==> src/rtl/proc_proc_oci_dct_packer_pkg.sv <==
// Shared definitions for the OCI DCT trace packer: widths, packed word layout,
// atom codes and the accumulator/output-register state encodings.
package proc_proc_oci_pkg;

   localparam int ATOM_W         = 3;
   localparam int ATOMS_PER_WORD = 10;
   localparam int BUF_W          = ATOM_W * ATOMS_PER_WORD;
   localparam int CNT_W          = 4;

   localparam logic [CNT_W-1:0] CNT_ZERO = CNT_W'(0);
   localparam logic [CNT_W-1:0] CNT_ONE  = CNT_W'(1);
   localparam logic [CNT_W-1:0] CNT_FULL = CNT_W'(ATOMS_PER_WORD);

   localparam logic [ATOM_W-1:0] NT   = 3'b000;
   localparam logic [ATOM_W-1:0] TK   = 3'b001;
   localparam logic [ATOM_W-1:0] IND  = 3'b010;
   localparam logic [ATOM_W-1:0] EXC  = 3'b011;
   localparam logic [ATOM_W-1:0] SYNC = 3'b111;

   typedef struct packed {
      logic [CNT_W-1:0] count;
      logic [BUF_W-1:0] buffer;
   } dct_word_t;

   typedef enum logic [1:0] {
      ACC_EMPTY   = 2'd0,
      ACC_FILLING = 2'd1,
      ACC_FULL    = 2'd2
   } acc_state_e;

   typedef enum logic {
      OUT_IDLE = 1'b0,
      OUT_HOLD = 1'b1
   } out_state_e;

   // Accumulator state is a pure decode of the fill count.
   function automatic acc_state_e acc_state_of(input logic [CNT_W-1:0] cnt);
      if (cnt == CNT_ZERO) begin
         return ACC_EMPTY;
      end else if (cnt >= CNT_FULL) begin
         return ACC_FULL;
      end else begin
         return ACC_FILLING;
      end
   endfunction

endpackage

==> src/rtl/proc_proc_oci_dct_packer_outreg.sv <==
// One-entry valid/ready holding register between the DCT accumulator and the
// trace FIFO. Accepts a new word in the same cycle the held word drains.
module proc_proc_oci_dct_outreg
   import proc_proc_oci_pkg::*;
(
   input  logic      clk,
   input  logic      reset,
   input  logic      in_valid,
   input  dct_word_t in_word,
   output logic      in_ready,
   output logic      out_valid,
   input  logic      out_ready,
   output dct_word_t out_word
);

   out_state_e st_r;
   out_state_e st_s;
   dct_word_t  word_r;
   dct_word_t  word_s;

   assign in_ready  = (st_r == OUT_IDLE) | out_ready;
   assign out_valid = (st_r == OUT_HOLD);
   assign out_word  = word_r;

   // Next-state and next-word selection for the holding register.
   always_comb begin
      st_s   = st_r;
      word_s = word_r;
      case (st_r)
         OUT_IDLE: begin
            if (in_valid) begin
               st_s   = OUT_HOLD;
               word_s = in_word;
            end else begin
               st_s   = OUT_IDLE;
            end
         end
         OUT_HOLD: begin
            if (out_ready) begin
               if (in_valid) begin
                  st_s   = OUT_HOLD;
                  word_s = in_word;
               end else begin
                  st_s   = OUT_IDLE;
                  word_s = '0;
               end
            end else begin
               st_s   = OUT_HOLD;
            end
         end
         default: begin
            st_s   = OUT_IDLE;
            word_s = '0;
         end
      endcase
   end

   // State and data register; the held word stays frozen while stalled.
   always_ff @(posedge clk) begin
      if (reset) begin
         st_r   <= OUT_IDLE;
         word_r <= '0;
      end else begin
         st_r   <= st_s;
         word_r <= word_s;
      end
   end

endmodule

==> src/rtl/proc_proc_oci_dct_packer.sv <==
// Packs 3-bit DCT trace atoms into 30-bit words with a fill count and hands them
// to the trace FIFO. Optional drop counter enabled by PROC_OCI_DCT_OVF_CNT_EN.
module proc_proc_oci_dct_packer
   import proc_proc_oci_pkg::*;
(
   input  logic                   clk,
   input  logic                   reset,
   input  logic                   trace_en,
   input  logic                   atom_valid,
   input  logic [ATOM_W-1:0]      atom,
   input  logic                   flush,
   output logic                   out_valid,
   input  logic                   out_ready,
   output logic [CNT_W+BUF_W-1:0] out_data,
   output logic [BUF_W-1:0]       dct_buffer,
   output logic [CNT_W-1:0]       dct_count,
   output logic                   atom_drop,
   output logic [7:0]             ovf_count
);

   logic [BUF_W-1:0] buf_r;
   logic [BUF_W-1:0] buf_s;
   logic [CNT_W-1:0] cnt_r;
   logic [CNT_W-1:0] cnt_s;
   acc_state_e       st_r;
   acc_state_e       st_s;
   logic             flush_pend_r;
   logic             flush_pend_s;
   logic             atom_drop_r;
   logic             drop_s;
   logic             xfer_s;
   dct_word_t        xfer_word_s;
   dct_word_t        out_word_s;
   logic             in_ready_s;
   logic             acc_in_s;
   logic             flush_req_s;
   logic [BUF_W-1:0] pk_buf_s;
   logic [CNT_W-1:0] pk_cnt_s;

   assign acc_in_s    = atom_valid & trace_en;
   assign flush_req_s = flush | flush_pend_r;
   // Candidate accumulator contents once this cycle's atom (if any) is packed.
   assign pk_buf_s    = acc_in_s ? {buf_r[BUF_W-ATOM_W-1:0], atom} : buf_r;
   assign pk_cnt_s    = acc_in_s ? (cnt_r + CNT_ONE) : cnt_r;

   // Accumulator next state: pack, complete, flush, or drop.
   always_comb begin
      buf_s        = buf_r;
      cnt_s        = cnt_r;
      flush_pend_s = flush_pend_r;
      drop_s       = 1'b0;
      xfer_s       = 1'b0;
      xfer_word_s  = '0;
      case (st_r)
         ACC_FULL: begin
            if (in_ready_s) begin
               xfer_s       = 1'b1;
               xfer_word_s  = '{count: cnt_r, buffer: buf_r};
               flush_pend_s = 1'b0;
               if (acc_in_s) begin
                  buf_s = {{(BUF_W-ATOM_W){1'b0}}, atom};
                  cnt_s = CNT_ONE;
               end else begin
                  buf_s = '0;
                  cnt_s = CNT_ZERO;
               end
            end else begin
               drop_s = acc_in_s;
            end
         end
         ACC_EMPTY, ACC_FILLING: begin
            if (flush_req_s && (pk_cnt_s != CNT_ZERO)) begin
               if (in_ready_s) begin
                  xfer_s       = 1'b1;
                  xfer_word_s  = '{count: pk_cnt_s, buffer: pk_buf_s};
                  buf_s        = '0;
                  cnt_s        = CNT_ZERO;
                  flush_pend_s = 1'b0;
               end else begin
                  buf_s        = pk_buf_s;
                  cnt_s        = pk_cnt_s;
                  flush_pend_s = 1'b1;
               end
            end else begin
               buf_s        = pk_buf_s;
               cnt_s        = pk_cnt_s;
               flush_pend_s = 1'b0;
            end
         end
         default: begin
            buf_s        = '0;
            cnt_s        = CNT_ZERO;
            flush_pend_s = 1'b0;
         end
      endcase
      st_s = acc_state_of(cnt_s);
   end

   // Accumulator, pending-flush and drop-pulse registers.
   always_ff @(posedge clk) begin
      if (reset) begin
         buf_r        <= '0;
         cnt_r        <= CNT_ZERO;
         st_r         <= ACC_EMPTY;
         flush_pend_r <= 1'b0;
         atom_drop_r  <= 1'b0;
      end else begin
         buf_r        <= buf_s;
         cnt_r        <= cnt_s;
         st_r         <= st_s;
         flush_pend_r <= flush_pend_s;
         atom_drop_r  <= drop_s;
      end
   end

   proc_proc_oci_dct_outreg u_outreg (
      .clk       (clk),
      .reset     (reset),
      .in_valid  (xfer_s),
      .in_word   (xfer_word_s),
      .in_ready  (in_ready_s),
      .out_valid (out_valid),
      .out_ready (out_ready),
      .out_word  (out_word_s)
   );

   assign out_data   = out_word_s;
   assign dct_buffer = buf_r;
   assign dct_count  = cnt_r;
   assign atom_drop  = atom_drop_r;

`ifdef PROC_OCI_DCT_OVF_CNT_EN
   logic [7:0] ovf_r;

   // Saturating count of dropped atoms, cleared only by reset.
   always_ff @(posedge clk) begin
      if (reset) begin
         ovf_r <= 8'd0;
      end else if (drop_s && (ovf_r != 8'hFF)) begin
         ovf_r <= ovf_r + 8'd1;
      end else begin
         ovf_r <= ovf_r;
      end
   end

   assign ovf_count = ovf_r;
`else
   assign ovf_count = 8'd0;
`endif

endmodule

==> config.mk <==
export PLATFORM = sky130hd
export DESIGN_NAME = proc_proc_oci_dct_packer
export DESIGN_NICKNAME = d
export VERILOG_FILES = /design/src/rtl/proc_proc_oci_dct_packer_pkg.sv /design/src/rtl/proc_proc_oci_dct_packer_outreg.sv /design/src/rtl/proc_proc_oci_dct_packer.sv
export SDC_FILE = /design/constraint.sdc
export NUM_CORES = 1
export LEC_CHECK = 0
export CORE_MARGIN = 2
export CORE_UTILIZATION = 49
export DETAILED_ROUTE_END_ITERATION = 8
export GPL_TIMING_DRIVEN = 0
export HOLD_SLACK_MARGIN = 0.08
export PLACE_DENSITY_LB_ADDON = 0.05
export SKIP_CTS_REPAIR_TIMING = 1
export SYNTH_ARGS = -nofsm -noshare
export SYNTH_HDL_FRONTEND = slang
export SYNTH_SLANG_ARGS = --single-unit
==> constraint.sdc <==
create_clock -name clk -period 2.3 [get_ports clk]
set_input_delay 0.345 -clock clk [delete_from_list [all_inputs] [get_ports clk]]
set_output_delay 0.345 -clock clk [all_outputs]
set_load 0.01 [all_outputs]
==> results.txt <==
Slew headroom: 0.636
Pwr per Cell Area: 599 nW/um^2
wire length per cell: 17.4 um
htree depth: 3
crit end category: register
Iteration-0 DRC Markers: 165
final setup skew: 10.1 ps
TritonRoute pass-1 iters: 5
Num CTS Buffers: 9
min-delay worst type: register to register
commonest non-fill, non-tap cell in the layout: clkdlybuf4s50_1
worst skew pair latency: 350 ps
vias per cell: 6.08
status: complete, no violations
Pleak: 1.56 nW
GRT overflow: 0
Max clock buf depth: 2
number of global-route vias before repair: 2990
layout cells sized above 1: 0.173
Worst EP arrival: 2490 ps
pin count of the biggest net entering global routing: 14
Peak supply drop: 0.342 mV
Core Area: 6760 sq um
Synth cell types: 58
die area: 7640 sq um
CTS tree: built
DRT Wirelength: 9.11 mm
synthesized flop and latch total: 73
Synth warnings: 0
total power: 0.00273 W
worst-path fanout max: 10
Synth async-reset ratio: 0
Post-Route Setup TNS: 0 ps
Nets: 449
Root Driver: clkbuf_8
Post-Syn Area: 3410 sq um
cell taking the most area after synthesis: dfxtp_1
Area Growth Syn to Fin: 33.6%
setup violators final: 0
Vias: 3185
minimum clock period: 2220 ps
HPWL Detailed: 6.32 mm
Worst path slowest cell: dfxtp_1
Hold Fails Final Rpt: 0
Initial Util: 0.504
I/O pins: 87
EDFF count, synth: 0
IO buf count: 75
Filler cells: 553
final antenna-violating net count: 0
footprint of the multi-input gates: 1750 sq um
initial antenna violation count: 0
Reg clk slew, reported paths: 80 ps
RePlAce Congestion: 0.840
Worst path max stage delay: 340 ps
Util after Layout: 0.674
area share of the largest cell type after synthesis: 0.429
crit path kind: register to register
Sequential Area: 1460 sq um
Worst Max-Slew Pin Slew: 542 ps
Setup WS post-layout: 77.9 ps
clk sinks: 73
Final Max Slew Viols: 0
Std-Cell Rows: 30
DR DRC count: 0
Die Wd: 87.4 um
Worst Setup Start Kind: register
Critical Path, Cell by Cell: ha_1, nand4b_1, a22o_1, o31ai_4, o22ai_2, buf_6, a211oi_2
most frequent cells in the layout: clkdlybuf4s50_1, dfxtp_1, a32oi_1
Global Route Usage Sum: 0.248
RSZ-0062 raised after global routing: yes
Tcrit/Tclk final: 0.966
r2r setup slk: 80 ps
global-route wire length before repair: 14.9 mm
ANT cells: 0
Area contributors post-synth: dfxtp_1, a32oi_1, a22o_1
Seq/Total Area, Yosys: 0.429
synthesized area per cell: 9.88 sq um
Max Fclk: 0.450 GHz
chip height: 87.4 um
Req. time, crit path: 2570 ps
max-cap violations: 0
Most used DFF post-synth: dfxtp_1
pre-CTS worst setup slack: -366 ps
Post-Syn Instances: 345
[cells by family after synthesis]
logic type,count (synthesis),share of synthesized area
XOR/XNOR,1,0.00257
adder cells (fa/ha/maj),1,0.00367
flip-flops,73,0.429
AO/OA/AOI/OAI,144,0.352
buffers and inverters,44,0.0742
other,1,0.00110
AND/OR/NAND/NOR,81,0.138
[synth_stat cells, drive strengths merged (2+ instances only)]
cell,count
nand4,2
nand2,7
nor2b,2
o21bai,7
a22oi,2
or3,2
dfxtp,73
nand3,2
buf,24
a22o,32
nor2,12
nand2b,27
clkbuf,19
o21ba,2
o21ai,11
o31ai,2
a32oi,30
a21oi,8
nor3,15
and2,4
a31oi,3
o22ai,28
nor4,2
a211oi,7
[state kept, by name (all words and copies together), names as in the netlist]
| name | flops |
|---|---|
| atom_drop | 1 |
| dct_count | 4 |
| st_r | 2 |
| dct_buffer | 30 |
| u_outreg.out_valid | 1 |
| u_outreg.out_word | 34 |
| flush_pend_r | 1 |
[stage by stage]
step | hold slack, ps | cells | instance area, sq um
after floorplan | 471 | 352 | 3430
after global placement | 474 | 507 | 4290
after detailed placement | 473 | 507 | 4290
after CTS | 492 | 523 | 4500
after global routing | 507 | 524 | 4550
final | 488 | 524 | 4550
[path summary, 6_finish.rpt]
| check | startpoint | end | cells after the start |
|---|---|---|---|
| min | u_outreg.out_word[13] | u_outreg.out_word[13] | 2 |
| max reg2reg | dct_count[0] | u_outreg.out_word[10] | 7 |
| max | dct_count[0] | u_outreg.out_word[10] | 7 |
| min reg2reg | u_outreg.out_word[13] | u_outreg.out_word[13] | 2 |
[layout make-up]
| class | count | share of cell area |
|---|---|---|
| Clock inverter | 6 | 0.0198 |
| Inverter | 1 | 0.000825 |
| Multi-Input combinational cell | 235 | 0.384 |
| Timing Repair Buffer | 76 | 0.167 |
| Buffer | 43 | 0.0580 |
| Tap cell | 80 | 0.0220 |
| Sequential cell | 73 | 0.321 |
| Clock buffer | 10 | 0.0280 |
[worst max-delay path: cells and delay by family (launching register included)]
kind | cells | cell delay (ps)
adders and majority gates | 1 | 340
and+or+nand+nor | 1 | 300
buffers and inverters | 1 | 210
AOI/OAI and AO/OA | 4 | 960
DFF | 1 | 340
[per-layer routing]
layer  vias up  track usage  share of wire
met2       124        0.375           0.47
met4         0        0.101          0.018
met1      1524        0.352           0.46
met5         -            0              0
met3        15       0.0398          0.056
li1       1522            -              -
[where the power goes]
part / leakage [nW] / internal (W) / switching, W
Combinational: 0.862 / 0.000134 / 0.000179
Sequential: 0.590 / 0.00128 / 0.0000182
Clock: 0.107 / 0.000615 / 0.000498
Total: 1.56 / 0.00203 / 0.000695
(Power assumes the default switching activity.)
